==> src/rtl/multiword_sub_sequencer_if.sv <==
// Handshake/bus bundle for multiword_sub_sequencer.
// master: operand producer / result consumer side; slave: the sequencer.
interface multiword_sub_sequencer_if #(
    parameter int SLICES = 4
);
    localparam int W = 6 * SLICES;

    logic         in_valid;
    logic         in_ready;
    logic [W-1:0] a;
    logic [W-1:0] b;
    logic         bin;
    logic         out_valid;
    logic         out_ready;
    logic [W-1:0] diff;
    logic         bout;
    logic         busy;

    modport master (
        output in_valid, a, b, bin, out_ready,
        input  in_ready, out_valid, diff, bout, busy
    );

    modport slave (
        input  in_valid, a, b, bin, out_ready,
        output in_ready, out_valid, diff, bout, busy
    );
endinterface

==> src/rtl/multiword_sub_sequencer.sv <==
// multiword_sub_sequencer: wide subtractor (6*SLICES bits) built from one
// 6-bit ripple-borrow slice reused once per cycle, LSB slice first, with the
// borrow carried between slices in a register.
// Optional build macro SUB_SAT_EN: when defined, a final borrow forces diff
// to zero (unsigned saturating subtract); bout still reports the borrow.

// 6-bit ripple-borrow subtractor: d = a - b - bin, bout = borrow out of bit 5.
module ripple_borrow_subtractor_6bit (
    input  logic [5:0] a,
    input  logic [5:0] b,
    input  logic       bin,
    output logic [5:0] d,
    output logic       bout
);
    logic [6:0] br;

    assign br[0] = bin;

    for (genvar gi = 0; gi < 6; gi++) begin : g_bit
        // Full subtractor cell: borrow when a < b + borrow_in at this bit
        assign d[gi]    = a[gi] ^ b[gi] ^ br[gi];
        assign br[gi+1] = (~a[gi] & b[gi]) | (~(a[gi] ^ b[gi]) & br[gi]);
    end

    assign bout = br[6];
endmodule

module multiword_sub_sequencer #(
    parameter int SLICES = 4
) (
    input  logic                    clk,
    input  logic                    rst_n,
    multiword_sub_sequencer_if.slave bus
);
    localparam int W     = 6 * SLICES;
    localparam int IDX_W = (SLICES > 1) ? $clog2(SLICES) : 1;
    // Slice mux is padded to a power of two so any idx value selects a
    // defined entry; idx itself never goes past SLICES-1.
    localparam int NPAD  = 1 << IDX_W;
    localparam logic [IDX_W-1:0] IDX_LAST = IDX_W'(SLICES - 1);

    typedef enum logic [1:0] {
        S_IDLE = 2'd0,
        S_RUN  = 2'd1,
        S_DONE = 2'd2
    } state_t;

    state_t             state_q, state_d;
    logic [IDX_W-1:0]   idx_q, idx_d;
    logic               borrow_q, borrow_d;
    logic [W-1:0]       a_q, a_d;
    logic [W-1:0]       b_q, b_d;
    logic [W-1:0]       diff_q, diff_d;
    logic               bout_q, bout_d;
    logic               out_valid_q, out_valid_d;
    logic               in_ready_q, in_ready_d;
    logic               busy_q, busy_d;

    logic [5:0]         a_sl [NPAD];
    logic [5:0]         b_sl [NPAD];
    logic [5:0]         sub_a;
    logic [5:0]         sub_b;
    logic [5:0]         sub_d;
    logic               sub_bout;

    for (genvar gi = 0; gi < NPAD; gi++) begin : g_slice
        if (gi < SLICES) begin : g_real
            assign a_sl[gi] = a_q[6*gi +: 6];
            assign b_sl[gi] = b_q[6*gi +: 6];
        end else begin : g_pad
            assign a_sl[gi] = '0;
            assign b_sl[gi] = '0;
        end
    end

    assign sub_a = a_sl[idx_q];
    assign sub_b = b_sl[idx_q];

    ripple_borrow_subtractor_6bit u_sub (
        .a    (sub_a),
        .b    (sub_b),
        .bin  (borrow_q),
        .d    (sub_d),
        .bout (sub_bout)
    );

    // Next-state and registered-output computation for the IDLE/RUN/DONE FSM
    always_comb begin
        state_d     = state_q;
        idx_d       = idx_q;
        borrow_d    = borrow_q;
        a_d         = a_q;
        b_d         = b_q;
        diff_d      = diff_q;
        bout_d      = bout_q;
        out_valid_d = out_valid_q;
        in_ready_d  = in_ready_q;
        busy_d      = busy_q;

        case (state_q)
            S_IDLE: begin
                if (bus.in_valid && in_ready_q) begin
                    a_d        = bus.a;
                    b_d        = bus.b;
                    borrow_d   = bus.bin;
                    idx_d      = '0;
                    state_d    = S_RUN;
                    in_ready_d = 1'b0;
                    busy_d     = 1'b1;
                end
            end
            S_RUN: begin
                // Only the current slice of diff is updated; others hold.
                for (int i = 0; i < SLICES; i++) begin
                    if (idx_q == IDX_W'(i)) begin
                        diff_d[6*i +: 6] = sub_d;
                    end
                end
                borrow_d = sub_bout;
                if (idx_q == IDX_LAST) begin
                    bout_d      = sub_bout;
                    state_d     = S_DONE;
                    out_valid_d = 1'b1;
`ifdef SUB_SAT_EN
                    if (sub_bout) begin
                        diff_d = '0;
                    end
`endif
                end else begin
                    idx_d = idx_q + 1'b1;
                end
            end
            S_DONE: begin
                if (out_valid_q && bus.out_ready) begin
                    state_d     = S_IDLE;
                    out_valid_d = 1'b0;
                    in_ready_d  = 1'b1;
                    busy_d      = 1'b0;
                end
            end
            default: begin
                state_d     = S_IDLE;
                out_valid_d = 1'b0;
                in_ready_d  = 1'b1;
                busy_d      = 1'b0;
            end
        endcase
    end

    // State register; reset aborts any operation in flight
    always_ff @(posedge clk or negedge rst_n) begin
        if (!rst_n) begin
            state_q     <= S_IDLE;
            idx_q       <= '0;
            borrow_q    <= 1'b0;
            a_q         <= '0;
            b_q         <= '0;
            diff_q      <= '0;
            bout_q      <= 1'b0;
            out_valid_q <= 1'b0;
            in_ready_q  <= 1'b1;
            busy_q      <= 1'b0;
        end else begin
            state_q     <= state_d;
            idx_q       <= idx_d;
            borrow_q    <= borrow_d;
            a_q         <= a_d;
            b_q         <= b_d;
            diff_q      <= diff_d;
            bout_q      <= bout_d;
            out_valid_q <= out_valid_d;
            in_ready_q  <= in_ready_d;
            busy_q      <= busy_d;
        end
    end

    assign bus.in_ready  = in_ready_q;
    assign bus.out_valid = out_valid_q;
    assign bus.diff      = diff_q;
    assign bus.bout      = bout_q;
    assign bus.busy      = busy_q;
endmodule
==> src/flat_wrapper.sv <==
// flat-port wrapper written by rule: the top's interface ports become plain ports
module multiword_sub_sequencer_flat 
#(
    parameter int SLICES = 4
)
  (clk, rst_n, bus_in_valid, bus_a, bus_b, bus_bin, bus_out_ready, bus_in_ready, bus_out_valid, bus_diff, bus_bout, bus_busy);
  multiword_sub_sequencer_if #(.SLICES(SLICES)) bus_i ();
  input  logic clk;
  input  logic rst_n;
  input wire logic [$bits(bus_i.in_valid)-1:0] bus_in_valid;
  input wire logic [$bits(bus_i.a)-1:0] bus_a;
  input wire logic [$bits(bus_i.b)-1:0] bus_b;
  input wire logic [$bits(bus_i.bin)-1:0] bus_bin;
  input wire logic [$bits(bus_i.out_ready)-1:0] bus_out_ready;
  output wire logic [$bits(bus_i.in_ready)-1:0] bus_in_ready;
  output wire logic [$bits(bus_i.out_valid)-1:0] bus_out_valid;
  output wire logic [$bits(bus_i.diff)-1:0] bus_diff;
  output wire logic [$bits(bus_i.bout)-1:0] bus_bout;
  output wire logic [$bits(bus_i.busy)-1:0] bus_busy;
  assign bus_i.in_valid = bus_in_valid;
  assign bus_i.a = bus_a;
  assign bus_i.b = bus_b;
  assign bus_i.bin = bus_bin;
  assign bus_i.out_ready = bus_out_ready;
  assign bus_in_ready = bus_i.in_ready;
  assign bus_out_valid = bus_i.out_valid;
  assign bus_diff = bus_i.diff;
  assign bus_bout = bus_i.bout;
  assign bus_busy = bus_i.busy;
  multiword_sub_sequencer #(.SLICES(SLICES)) u_core (.clk(clk), .rst_n(rst_n), .bus(bus_i));
endmodule
==> config.mk <==
export PLATFORM = sky130hd
export DESIGN_NAME = multiword_sub_sequencer_flat
export DESIGN_NICKNAME = d
export VERILOG_FILES = /design/src/rtl/multiword_sub_sequencer_if.sv /design/src/rtl/multiword_sub_sequencer.sv /design/src/flat_wrapper.sv
export SDC_FILE = /design/constraint.sdc
export NUM_CORES = 1
export LEC_CHECK = 0
export CAP_MARGIN = 5
export CORE_MARGIN = 10
export CORE_UTILIZATION = 44
export CTS_CLUSTER_SIZE = 24
export DETAILED_ROUTE_END_ITERATION = 6
export DONT_BUFFER_PORTS = 1
export GPL_TIMING_DRIVEN = 0
export PLACE_DENSITY = 0.67
export SETUP_SLACK_MARGIN = 0.5
export SKIP_CTS_REPAIR_TIMING = 1
export SYNTH_ARGS = -nofsm -noshare
export SYNTH_HDL_FRONTEND = slang
export SYNTH_SLANG_ARGS = --single-unit
==> constraint.sdc <==
create_clock -name clk -period 4.2 [get_ports clk]
set_input_delay 1.05 -clock clk [delete_from_list [all_inputs] [get_ports clk]]
set_output_delay 1.05 -clock clk [all_outputs]
set_load 0.02 [all_outputs]
Word level (Yosys, flattened, before mapping) --
Index checks and enable logic that the tools add are counted. W data, S select, Z words.
Word-level totals: register bits after elaboration 81, logic and storage cells 107, bits of input ports 53, output and inout bits 28
Cells by class: bitwise logic cells 45, add/sub/neg operators 1, order comparisons 1, multiplexer cells 23, equal/unequal tests 9, reductions and logical operators 15
Operators by type and width (number):
- $bmux W6 S2 | 2
- $mux W6 | 4
- $not A1 Y1 | 14
- $and A1 B1 Y1 | 12
- $reduce_and A2 Y1 | 6
- $reduce_and A3 Y1 | 4
- $xor A1 B1 Y1 | 12
- $mux W2 | 5
- $pmux W1 S3 | 3
- $eq A2 B2 Y1 const B | 3
- $mux W1 | 6
- $ne A2 B1 Y1 const B | 3
- $or A1 B1 Y1 | 6
- $pmux W2 S3 | 1
- $eq A2 B1 Y1 const B | 2
- $logic_not A2 Y1 | 2
- $pmux W2 S2 | 1
- $ge A3 B3 Y1 const B | 1
- $not A2 Y3 | 1
- $add A2 B1 Y2 const B | 1
- $logic_and A1 B1 Y1 | 2
- $ne A2 B2 Y1 const B | 1
- $pmux W1 S2 | 1
- $reduce_bool A2 Y1 | 1

Longest topological paths before layout --
depth after elaboration 19, gate-level depth with buffers 13, depth with buffers taken out 12

By module --
From an unflattened synthesis, not the netlist that was laid out.
Unflattened totals: cell total of the unflattened synthesis 227, area, all modules 3560.9 um^2
By module, submodules not included:
- multiword_sub_sequencer | area an instance 3388.2 um^2, times used 1, sequential area each 2028.2 um^2, cells an instance 207
- ripple_borrow_subtractor_6bit | area an instance 172.7 um^2, times used 1, sequential area each 0.0 um^2, cells an instance 20

Least setup slack after synthesis --
Ideal clock, no wire load.
path kind reg-to-reg, start reg u_core.idx_q[0], end reg u_core.diff_q[11] (netlist: u_core.bus.diff[11]), path buffers 2, library setup time 0.125 ns, period minus slack after synthesis 3.642 ns, arrival time 3.517 ns, data required time 4.075 ns, stages on the path, launching flop included 11, path slack 0.558 ns, cells stage by stage dfrtp_1 -> buf_4 -> buf_6 -> mux4_1 -> fa_1 -> fa_1 -> fa_1 -> fa_1 -> inv_1 -> fa_1 -> mux2_2
Between the ends: cells in the longest elaborated chain, start to end 17, elaborated cells between the ends (all ways) 41, those cells by class eq/ne (1); mux (6); bitwise (33); reduce/logical (1)
RTL lines:
- start: declaration | RTL line multiword_sub_sequencer.sv:49 | logic [IDX_W-1:0] idx_q, idx_d;
- start signal: assignment | RTL line multiword_sub_sequencer.sv:165 | idx_q <= idx_d;
- $not A2 Y3 (implied by the code) * | RTL line multiword_sub_sequencer.sv:76, multiword_sub_sequencer.sv:77
- $bmux W6 S2 (on tied branches) | RTL line multiword_sub_sequencer.sv:76, multiword_sub_sequencer.sv:77
- $mux W6 (on tied branches) (2 in series) | RTL line multiword_sub_sequencer.sv:76, multiword_sub_sequencer.sv:77
- $xor A1 B1 Y1 | RTL line multiword_sub_sequencer.sv:22 | assign br[gi+1] = (~a[gi] & b[gi]) | (~(a[gi] ^ b[gi]) & br[gi]);
- $not A1 Y1 | RTL line multiword_sub_sequencer.sv:22
- $and A1 B1 Y1 | RTL line multiword_sub_sequencer.sv:22
- $or A1 B1 Y1 | RTL line multiword_sub_sequencer.sv:22
- $and A1 B1 Y1 | RTL line multiword_sub_sequencer.sv:22
- $or A1 B1 Y1 | RTL line multiword_sub_sequencer.sv:22
- $and A1 B1 Y1 | RTL line multiword_sub_sequencer.sv:22
- $or A1 B1 Y1 | RTL line multiword_sub_sequencer.sv:22
- $and A1 B1 Y1 | RTL line multiword_sub_sequencer.sv:22
- $or A1 B1 Y1 | RTL line multiword_sub_sequencer.sv:22
- $and A1 B1 Y1 | RTL line multiword_sub_sequencer.sv:22
- $or A1 B1 Y1 | RTL line multiword_sub_sequencer.sv:22
- $xor A1 B1 Y1 * | RTL line multiword_sub_sequencer.sv:21 | assign d[gi] = a[gi] ^ b[gi] ^ br[gi];
- via u_core.sub_d[5] | RTL line multiword_sub_sequencer.sv:63 | logic [5:0] sub_d;
- end signal: assignment | RTL line multiword_sub_sequencer.sv:169 | diff_q <= diff_d;
- end: declaration | RTL line multiword_sub_sequencer.sv:53 | logic [W-1:0] diff_q, diff_d;
The timed path passes the listed nets; every way through them passes the cells marked *. The select of a mux whose other input is x is not followed. A chain may end at the register's enable or synchronous reset.

Final worst setup path --
Same ends and word-level chain as after synthesis.

==> flow_summary_export.csv <==
group,metric,value,unit
run_status,outcome,"completed",
worst_setup_path,startpoint_type,"flip-flop",
synthesis,synth-adder-area-share,0.04735,
timing,fin_skew,0.01022,ns
synthesis,yosysSeqAreaShare,0.5644,
placed_design,portBuffers,0,
min_path,timing.hold.worst.class,"input pin to async pin",
clocking,cts_buffer_depth,2,
floorplan,fp.dieW,110.4,um
floorplan,rows,32,
pwr,cellLeakagePower,0.001805,uW
worst_setup_path,critical_path.top_delay_family,"adder cells",
worst_setup_path,cp.required,4.43,ns
synthesis,avgSynthCellArea,14.73,sq um
timing,fin_tns_setup,0,ns
clocking,clkLatencyLatePin,0.35,ns
synthesis,synth_xor_area_frac,0,
global_routing,grt_max_degree,82,
placed_design,dp.cells,346,
global_routing,gr-usage-all-layers,0.1310,
floorplan,die_h,110.4,um
timing,drv_slew,0,
global_routing,grt_pass1_wl,11790,um
global_routing,grt_pass1_vias,2162,
flow_run,drv_cap,0,
synthesis,netlist_instances,244,
worst_setup_path,criticalPathCategory,"flip-flop to flip-flop",
layout,final_cells,366,
clocking,cts_made_buffers,9,
timing,max_freq,270.1,MHz
drt,dr.pass1.iters,4,
synthesis,synthTopCellsByArea,"dfrtp_1 (56%), mux2_2 (17%), mux4_1 (5.8%), fa_1 (3.3%), o21ai_0 (2.6%)",
pwr,p_per_area,877.9,nW/um^2
worst_setup_path,crit_path_cell_trace,"buf_6 -> mux4_2 -> inv_2 -> fa_2 -> inv_2 -> fa_2 -> fa_2 -> fa_2 -> fa_2 -> inv_2 -> fa_2 -> mux2_4",
worst_setup_path,cpPeakStageDelay,0.50,ns
clocking,clkSinkCount,81,
layout,layout-drive-gt1-share,0.3840,
clocking,cts_tree,"yes",
synthesis,synth.most_common_cell,"dfrtp_1",
synthesis,yosys.area.top_type_share,0.5571,
synthesis,synth-edff-count,0,
synthesis,synth_simple_gate_area_frac,0.04283,
synthesis,muxShareOfSynthArea,0.2622,
placed_design,place_congestion,0.7494,
synthesis,synth_area,3593,sq um
drt,drt_iter0_markers,57,
worst_setup_path,worst_path_max_delay_cell,"mux4_2",
floorplan,top_level_ports,81,
drt,postRouteAntennaNets,0,
timing,finalCriticalPeriod,3.703,ns
synthesis,async_reset_ff_frac,1.000,
drt,remaining_drc_errors,0,
placed_design,dp_hpwl,5652,um
worst_setup_path,arrival,3.94,ns
synthesis,syn_nets,307,
worst_setup_path,cp_max_fo,5,
global_routing,grt_overflow_total,0,
worst_setup_path,crit_top_cell,"fa_2",
floorplan,dieArea,12180,sq um
drt,viasPerCell,5.383,
timing,tightestPinTransition,0.4623,ns
synthesis,ys_top_cells_by_count,"dfrtp_1 (80), mux2_2 (55), nand2_1 (21)",
timing,setup_viol,0,
layout,nNetsFinal,321,
synthesis,ys_ff_latch,81,
synthesis,synth_top_family_by_area,"multiplexers",
synthesis,synth_warnings,0,
floorplan,coreArea,7848,sq um
synthesis,yosys.area.top_type,"dfrtp_1",
timing,rsz0062_at_grt,"true",
clocking,h-tree-depth,3,
clocking,clockRootBuffer,"clkbuf_8",
synthesis,synth_ff_type,"dfrtp_1",
layout,nFillCells,692,
floorplan,initial_core_util,0.4579,
worst_setup_path,end_kind,"flip-flop",
drt,vias,1970,
synthesis,synth_compound_area_frac,0.03900,
drt,wire_per_inst,21.16,um
worst_setup_path,worstPathBufferInverterCount,4,
timing,maxSlewHeadroom,0.6908,
timing,finalHoldViolCount,0,
timing,min_period_over_period,0.8816,
global_routing,antenna_found_initial,1,
synthesis,ys_types,25,
drt,drt-total-wl,7744,um
pwr,ir_drop,465.7,uV
layout,syn2layout_area_growth,11.04,%
clocking,path_clk_slew,0.08,ns
state kept, by name, indices dropped and copies added, names as in the netlist:
register              flops
u_core.state_q            2
u_core.a_q               24
u_core.bus.bout           1
u_core.bus.diff          24
u_core.borrow_q           1
u_core.idx_q              2
u_core.b_q               24
u_core.bus.out_valid      1
u_core.bus.in_ready       1
u_core.bus.busy           1
routing by layer:
metal / track usage / vias up / wire (um)
met1: 0.1500 / 1010 / 2987
met3: 0.08764 / 8 / 1028
met5: 0 / - / 13
met4: 0.03578 / 2 / 74
li1: - / 884 / -
met2: 0.1970 / 66 / 3640
kinds of logic (layout without fill, tap and decap cells):
kind of cell,after synthesis,after routing
buffers and inverters,27,46
DFF,81,81
and+or+nand+nor,32,32
other,0,1
adders and majority gates,10,10
AOI/OAI and AO/OA,25,25
muxes,69,69
stage by stage:
step                utilization  total power, uW  hold slack, ns  worst slack, ns  instance area [sq um]
CTS                      0.5024             3426          0.3699           0.2508                   3943
finish                   0.5085             3503          0.3855           0.4974                   3990
global route             0.5081             3803          0.3534           0.3870                   3988
floorplan                     -             2380          0.4488           0.5582                   3593
detailed placement       0.4742             2797          0.4832           0.2584                   3721
global placement         0.4742             2747          0.4627           0.2677                   3721
final timing paths:
path / startpoint / end / slack [ns] / cells after the start
max in group asynchronous: rst_n / u_core.bus.in_ready / 3.63 / 0
min in group clk: u_core.a_q[5] / u_core.a_q[5] / 0.50 / 1
worst max register to register: u_core.idx_q[0] / u_core.bus.diff[11] / 0.50 / 12
worst min register to register: u_core.a_q[5] / u_core.a_q[5] / 0.50 / 1
worst min-delay path: rst_n / u_core.b_q[5] / 0.39 / 0
worst max-delay path: u_core.idx_q[0] / u_core.bus.diff[11] / 0.50 / 12
power breakdown:
group	total, uW	leakage (uW)	internal (uW)	switching [uW]
clock	626	0.000107	353	274
combinational	1410	0.000687	753	653
sequential	1470	0.00101	1130	341
placed cells by master (no fill, tap or decap), drive strengths merged, types with 2 or more instances in the layout:
| cell | count |
|---|---|
| inv | 15 |
| buf | 14 |
| bufinv | 2 |
| dfrtp | 80 |
| a21oi | 2 |
| nor2b | 2 |
| ha | 4 |
| nor2 | 2 |
| mux4 | 12 |
| o21ai | 19 |
| fa | 6 |
| mux2 | 57 |
| nand2 | 21 |
| clkbuf | 13 |
| nand3b | 4 |
layout make-up:
type                            instances  area, sq um  share of cell area
Sequential cell                        81         2029              0.5086
Multi-Input combinational cell        136         1418              0.3553
Clock buffer                           12        145.1             0.03637
Tap cell                              102        127.6             0.03198
Buffer                                 12        112.6             0.02822
Clock inverter                          4        76.32             0.01913
Inverter                               15        56.30             0.01411
Timing Repair Buffer                    3        22.52            0.005644
Antenna cell                            1        2.502           0.0006272
(Power assumes the default switching activity.)
